==> src/rtl/rv32i_encoder.sv <==
`default_nettype none
// ============================================================================
// rv32i_encoder : two-stage valid/ready RV32I encoder that packs field tuples into 32-bit words
// Revision      : 1.0
// ============================================================================
module rv32i_encoder #(
  parameter int COUNT_W      = 16,
  parameter bit NOP_ON_ERROR = 1'b1
) (
  input  logic               clk_i,
  input  logic               reset_i,
  input  logic               in_valid_i,
  output logic               in_ready_o,
  input  logic [2:0]         fmt_i,
  input  logic [6:0]         opcode_i,
  input  logic [4:0]         rd_i,
  input  logic [2:0]         funct3_i,
  input  logic [4:0]         rs1_i,
  input  logic [4:0]         rs2_i,
  input  logic [6:0]         funct7_i,
  input  logic [31:0]        imm_i,
  output logic               out_valid_o,
  input  logic               out_ready_i,
  output logic [31:0]        instruction_o,
  output logic               error_o,
  output logic [COUNT_W-1:0] count_o
);

  localparam logic [2:0]  FMT_R    = 3'd0;
  localparam logic [2:0]  FMT_I    = 3'd1;
  localparam logic [2:0]  FMT_S    = 3'd2;
  localparam logic [2:0]  FMT_B    = 3'd3;
  localparam logic [2:0]  FMT_U    = 3'd4;
  localparam logic [2:0]  FMT_J    = 3'd5;
  localparam logic [31:0] ERR_WORD = NOP_ON_ERROR ? 32'h0000_0013 : 32'h0000_0000;

  logic        s1_valid;
  logic        s1_err;
  logic [2:0]  s1_fmt;
  logic [6:0]  s1_opcode;
  logic [4:0]  s1_rd;
  logic [2:0]  s1_funct3;
  logic [4:0]  s1_rs1;
  logic [4:0]  s1_rs2;
  logic [6:0]  s1_funct7;
  logic [31:0] s1_imm;

  logic        s2_adv;
  logic        s1_load;
  logic        accept;
  logic        in_err;
  logic signed [31:0] imm_s;
  logic [31:0] packed_word;

  // A stage loads when empty or when its current contents move on this cycle.
  assign s2_adv     = !out_valid_o || out_ready_i;
  assign s1_load    = !s1_valid || s2_adv;
  assign in_ready_o = !reset_i && s1_load;
  assign accept     = in_valid_i && in_ready_o;
  assign imm_s      = signed'(imm_i);

  always_comb begin
    in_err = (opcode_i[1:0] != 2'b11);
    case (fmt_i)
      FMT_R: ;
      FMT_I, FMT_S: begin
        if (imm_s < -2048 || imm_s > 2047) in_err = 1'b1;
      end
      FMT_B: begin
        if (imm_s < -4096 || imm_s > 4094 || imm_i[0]) in_err = 1'b1;
      end
      FMT_U: begin
        if (imm_i[11:0] != 12'd0) in_err = 1'b1;
      end
      FMT_J: begin
        if (imm_s < -1048576 || imm_s > 1048574 || imm_i[0]) in_err = 1'b1;
      end
      default: in_err = 1'b1;
    endcase
  end

  always_comb begin
    packed_word = 32'd0;
    case (s1_fmt)
      FMT_R: packed_word = {s1_funct7, s1_rs2, s1_rs1, s1_funct3, s1_rd, s1_opcode};
      FMT_I: packed_word = {s1_imm[11:0], s1_rs1, s1_funct3, s1_rd, s1_opcode};
      FMT_S: packed_word = {s1_imm[11:5], s1_rs2, s1_rs1, s1_funct3, s1_imm[4:0], s1_opcode};
      FMT_B: packed_word = {s1_imm[12], s1_imm[10:5], s1_rs2, s1_rs1, s1_funct3,
                            s1_imm[4:1], s1_imm[11], s1_opcode};
      FMT_U: packed_word = {s1_imm[31:12], s1_rd, s1_opcode};
      FMT_J: packed_word = {s1_imm[20], s1_imm[10:1], s1_imm[11], s1_imm[19:12],
                            s1_rd, s1_opcode};
      default: packed_word = 32'd0;
    endcase
    if (s1_err) packed_word = ERR_WORD;
  end

  always_ff @(posedge clk_i) begin
    if (reset_i) begin
      s1_valid      <= 1'b0;
      out_valid_o   <= 1'b0;
      instruction_o <= 32'd0;
      error_o       <= 1'b0;
      count_o       <= '0;
    end else begin
      if (s1_load) begin
        s1_valid <= accept;
        if (accept) begin
          s1_err    <= in_err;
          s1_fmt    <= fmt_i;
          s1_opcode <= opcode_i;
          s1_rd     <= rd_i;
          s1_funct3 <= funct3_i;
          s1_rs1    <= rs1_i;
          s1_rs2    <= rs2_i;
          s1_funct7 <= funct7_i;
          s1_imm    <= imm_i;
        end
      end
      // Payload only changes when new data arrives, so a drained stage keeps its last word.
      if (s2_adv) begin
        out_valid_o <= s1_valid;
        if (s1_valid) begin
          instruction_o <= packed_word;
          error_o       <= s1_err;
        end
      end
      if (out_valid_o && out_ready_i) count_o <= count_o + COUNT_W'(1);
    end
  end

endmodule
`default_nettype wire
==> config.mk <==
export PLATFORM = sky130hd
export DESIGN_NAME = rv32i_encoder
export DESIGN_NICKNAME = d
export VERILOG_FILES = /design/src/rtl/rv32i_encoder.sv
export SDC_FILE = /design/constraint.sdc
export NUM_CORES = 1
export LEC_CHECK = 0
export CAP_MARGIN = 10
export CORE_MARGIN = 2
export CORE_UTILIZATION = 48
export DETAILED_ROUTE_END_ITERATION = 8
export PLACE_DENSITY = 0.86
export SLEW_MARGIN = 20
export SYNTH_ARGS = -nofsm -noshare
export SYNTH_HDL_FRONTEND = slang
export SYNTH_SLANG_ARGS = --single-unit
==> constraint.sdc <==
create_clock -name clk_i -period 3.8 [get_ports clk_i]
set_input_delay 0.76 -clock clk_i [delete_from_list [all_inputs] [get_ports clk_i]]
set_output_delay 0.76 -clock clk_i [all_outputs]
set_load 0.005 [all_outputs]
[Yosys cells after proc, flatten, opt, wreduce, memory -nomap -nowiden]
Cells that the tools add are included.
Word-level totals
  register bits after elaboration: 119
  output and inout bits: 51
Operators by class
  add/sub/neg operators: 1
  $lt $le $gt $ge: 6
  eq/ne operators: 11
  multiplexer cells: 7
  bitwise logic cells: 1
  reductions and logical operators: 19
Operators by type and width (count)
  one-hot mux 32 bit (6 select lines): 1
  greater-than comparator 32 x 12 -> 1 bit (second input constant): 1
  greater-than comparator 32 x 13 -> 1 bit (second input constant): 1
  greater-than comparator 32 x 21 -> 1 bit (second input constant): 1
  < comparator 32 x 12 -> 1 bit (second input constant): 1
  < comparator 32 x 13 -> 1 bit (second input constant): 1
  < comparator 32 x 21 -> 1 bit (second input constant): 1
  2-to-1 mux 32 bit: 1
  adder 16 x 1 -> 16 bit (second input constant): 1
  == test 3 x 2 -> 1 bit (second input constant): 4
  == test 3 bit (second input constant): 4
  nonzero test 12 bit: 1
  logical OR 1 bit: 7
  == test 3 x 1 -> 1 bit (second input constant): 2
  logical NOT 3 bit: 2
  one-hot mux 1 bit (5 select lines): 1
  2-to-1 mux 1 bit: 4
  logical AND 1 bit: 3
  logical NOT 1 bit: 3
  AND reduction 3 bit: 1
  inequality test 2 bit (second input constant): 1
  AND reduction 2 bit: 1
  OR reduction 2 bit: 1
  NOT 1 bit: 1

[Longest topological paths before layout]
  depth in word-level cells: 6
  gate-level depth with buffers: 7
  depth with buffers taken out: 5

[Worst setup path after synthesis]
Ideal clock, no wire load.
  path kind: input to register
  from: input reset_i
  to: register s1_err, enable pin
  data arrival time: 2.720 ns
  required time: 3.367 ns
  path slack: 0.647 ns
  stages on the path: 3
  cells stage by stage: clkbuf_1 -> a21oi_1 -> and2_1
On the way
  cells in the longest elaborated chain, start to end: 4
RTL lines
  start: declaration: RTL line 11  | input logic reset_i,
  logical NOT 1 bit: RTL line 58  | assign in_ready_o = !reset_i && s1_load;
  logical AND 1 bit: RTL line 58
  named net in_ready_o: RTL line 13  | output logic in_ready_o,
  logical AND 1 bit: RTL line 59  | assign accept = in_valid_i && in_ready_o;
  named net accept: RTL line 50  | logic accept;
  AND reduction 3 bit (no line)
  end signal: assignment: RTL line 109  | s1_err <= in_err;
  end: declaration: RTL line 38  | logic s1_err;
The timed path passes the listed nets, and every way through them passes these cells.
A chain may end at the register's enable or synchronous reset.

[Worst setup path after layout]
  from: input out_ready_i
  to: output in_ready_o
On the way
  cells in the longest elaborated chain, start to end: 3
RTL lines
  start: declaration: RTL line 23  | input logic out_ready_i,
  logical OR 1 bit: RTL line 56  | assign s2_adv = !out_valid_o || out_ready_i;
  logical OR 1 bit: RTL line 57  | assign s1_load = !s1_valid || s2_adv;
  logical AND 1 bit: RTL line 58
  end: declaration: RTL line 13
Every way passes these cells.

==> results by group <==
Run status
  • Status: completed

Setup path
  • RR Startpoint: s1_fmt[2]$_DFFE_PP_
  • CP required: slightly above 3 ns
  • CP endpoint kind: output pin
  • CP max FO: 4
  • CP Class: in2out
  • CP startpoint kind: input pin
  • Worst stage delay on the critical path: ~0.52 ns
  • CP Cell Sequence: clkdlybuf4s50_1, nor2b_1, a21oi_1, clkdlybuf4s50_1
  • Critical path's slowest cell: clkdlybuf4s50_1
  • Crit path DAT: ~2.0 ns
  • Critical path launch point: out_ready_i
  • Critical path's most frequent cell: clkdlybuf4s50_1

Die
  • Std cell rows: 35
  • Height of the die: just over 100 um
  • Starting Density: between 40% and 50%
  • DIE AREA: roughly 11000 um2
  • CORE AREA: 9328 um2
  • # IOs: 122
  • Die width: 102.5 um

Timing
  • Minimum clock period after layout: 2.780 ns
  • Rel. slew slack: ~46%
  • Least-Margin Pin Slew: 0.8101 ns
  • Layout Skew: 0.006455 ns
  • Worst hold margin: just under 0.5 ns
  • RSZ-0062 raised after global routing: no
  • Final setup TNS: 0 ns
  • Pins Over Slew Limit: 0
  • Final worst path period share: 73.16%
  • Hold Vio Cnt, Final: 0
  • Maximum clock rate: 359.7 MHz
  • Final-report setup violation count: 0

CTS
  • Setup bufs post-CTS: 0
  • CTS root buf: clkbuf_8
  • H-tree levels: 4
  • Hold buffer count at CTS: 0
  • Max clock buf depth: 2
  • Skew-Pair Late Insertion Delay: 0.50 ns
  • Clock transition at the registers of the reported paths: 0.06 ns
  • Clock Sinks: between 100 and 150
  • Post-CTS resize count: 0
  • CTS tree: built
  • Num CTS Buffers: 17

Final layout
  • Layout cells sized above 1: roughly 8.4%
  • Area Growth Syn to Fin: 40.76%
  • Nets: 580
  • Inserted Diodes: 0
  • Finished Cell Area: 6555 um2

Route
  • Routed vias: 3716
  • Final ANT Viol Nets: 0
  • Drc violations: 0
  • DR pass1 iterations: 5
  • Vias per inst: approximately 5.7
  • DRT iter0 DRCs: 292
  • Drt wl/cell: 18.10 um
  • Post-Route WL: 11.76 mm

Power
  • P_int: 2.582 mW
  • Clk pwr share: 49.2%
  • Cell leakage power: 2.256 nW
  • Net Sw Frac: between 20% and 30%
  • P_sw: 676.6 uW
  • VDD IR-drop max: 279.2 uV
  • Flop pwr share: about 44%
  • PD cells: 497.1 nW/um2
  • Comb power frac: 6.6%

Synthesis
  • Syn Inst Count: slightly below 400
  • Ys Warns: 0
  • Synth area leaders: edfxtp_1 44%, dfxtp_1 22%, a22oi_1 7.6%, nor2_1 4.4%, a21oi_1 1.8%
  • Sequential element share of the synthesized area: 65.77%
  • Netlist Area Pre-Place: 4657 um2
  • Async set-reset flop share out of synthesis: 0%
  • List of most frequent post-synthesis cells: 68 x edfxtp_1, 55 x nor2_1, 51 x dfxtp_1, 47 x a22oi_1, 17 x a21oi_1
  • #FFs+latches synth: 119
  • Most common cell in the netlist: edfxtp_1
  • Distinct cells, synth: 41
  • Top_reg_cell synth: edfxtp_1
  • Post-synth EDFFs: 68
  • Area fraction of the dominant cell type after synthesis: 43.85%
  • Mean Syn Cell Area: 12.10 um2
  • Area leader, netlist: edfxtp_1
  • Post-synth net total: between 400 and 500

Placement
  • Routability cong.: 0.9318
  • Placed wire-length estimate: about 7.9 mm
  • Cell Area, Placed: ~6000 um2
  • Number of buffers added on ports: between 100 and 150

Worst hold path
  • Worst hold start: s1_opcode[2]$_DFFE_PP_
  • Worst hold path class: reg2reg

GRT
  • First-pass GRT wire length: 18.32 mm
  • Grt ovf: 0
  • Initial antenna violation count: 0
  • GRT Total Usage: 23.38%
  • Largest net degree at the start of global routing: ~70
  • Vias in the first global route: approximately 3700

Job
  • Max-Cap Viols: 0
flip-flops by register name, summed over array words and instances (netlist names), 3 cells and up:
register,cells
s1_rs1,5
s1_funct7,7
s1_funct3,3
s1_imm,32
s1_rd,5
s1_rs2,5
s1_opcode,7
s1_fmt,3
count_o,16
instruction_o,32
logic make-up (layout without fill, tap and decap cells):
logic type	count (synthesis)	count (layout)	share of synthesized area, %
buffers and inverters	30	166	3.063
XOR/XNOR	10	10	1.881
AO/OA/AOI/OAI	99	99	14.43
flip-flops	119	119	65.77
multiplexers	7	7	1.612
adder cells (fa/ha/maj)	1	1	0.2686
AND/OR/NAND/NOR	119	119	12.98
placed cells by master (no fill, tap or decap), drive strengths merged, types with 10 or more instances in the layout:
master           n
a21oi           17
a22oi           47
clkbuf          17
clkdlybuf4s50  120
dfxtp           51
edfxtp          68
inv             10
nand2           16
nand4           10
nor2            55
o21ai           13
routing by layer:
metal	global-route usage, %	routed length [um]	vias to the layer above
met5	0	0	-
met3	5.966	750	30
li1	-	-	1698
met1	27.82	4659	1808
met4	12.62	326	0
met2	39.01	6026	180
metrics by stage:
stage	power, mW	setup WS, ns	instances	utilization, %
2_1_floorplan	1.544	0.6468	385	-
3_3_place_gp	1.667	1.050	618	63.85
3_5_place_dp	1.676	1.012	618	63.85
4_1_cts	3.276	1.014	650	70.28
5_1_grt	3.359	0.9052	650	70.28
6_report	3.258	1.020	650	70.28
power groups by stage:
stage	clock [mW]	combinational (mW)	sequential, mW
2_1_floorplan	0	0.0897	1.45
3_3_place_gp	0	0.204	1.46
3_5_place_dp	0	0.211	1.46
4_1_cts	1.62	0.214	1.44
5_1_grt	1.68	0.231	1.44
6_report	1.60	0.214	1.44
cell type report:
class	count	area, um2
clock buffer	17	414.1
clock inverter	15	185.2
fill	634	2773
inverter	10	37.54
multi-input combinational	236	1453
sequential	119	3063
tap	129	161.4
timing repair buffer	124	1241
worst max-delay path: cells and delay by family:
| family | cells | cell delay (ns) |
|---|---|---|
| and+or+nand+nor | 1 | 0.08 |
| buffers and inverters | 2 | 1.00 |
| AOI/OAI and AO/OA | 1 | 0.18 |
worst paths after layout:
check | end | slack, ns | cells after the start
setup / recovery | in_ready_o | 1.02 | 4
hold / removal | instruction_o[2]$_SDFFE_PP0P_ | 0.49 | 2
setup reg to reg | instruction_o[30]$_SDFFE_PP0P_ | 1.47 | 5
hold reg to reg | instruction_o[2]$_SDFFE_PP0P_ | 0.49 | 2
Power figures use the tool's default switching activity.
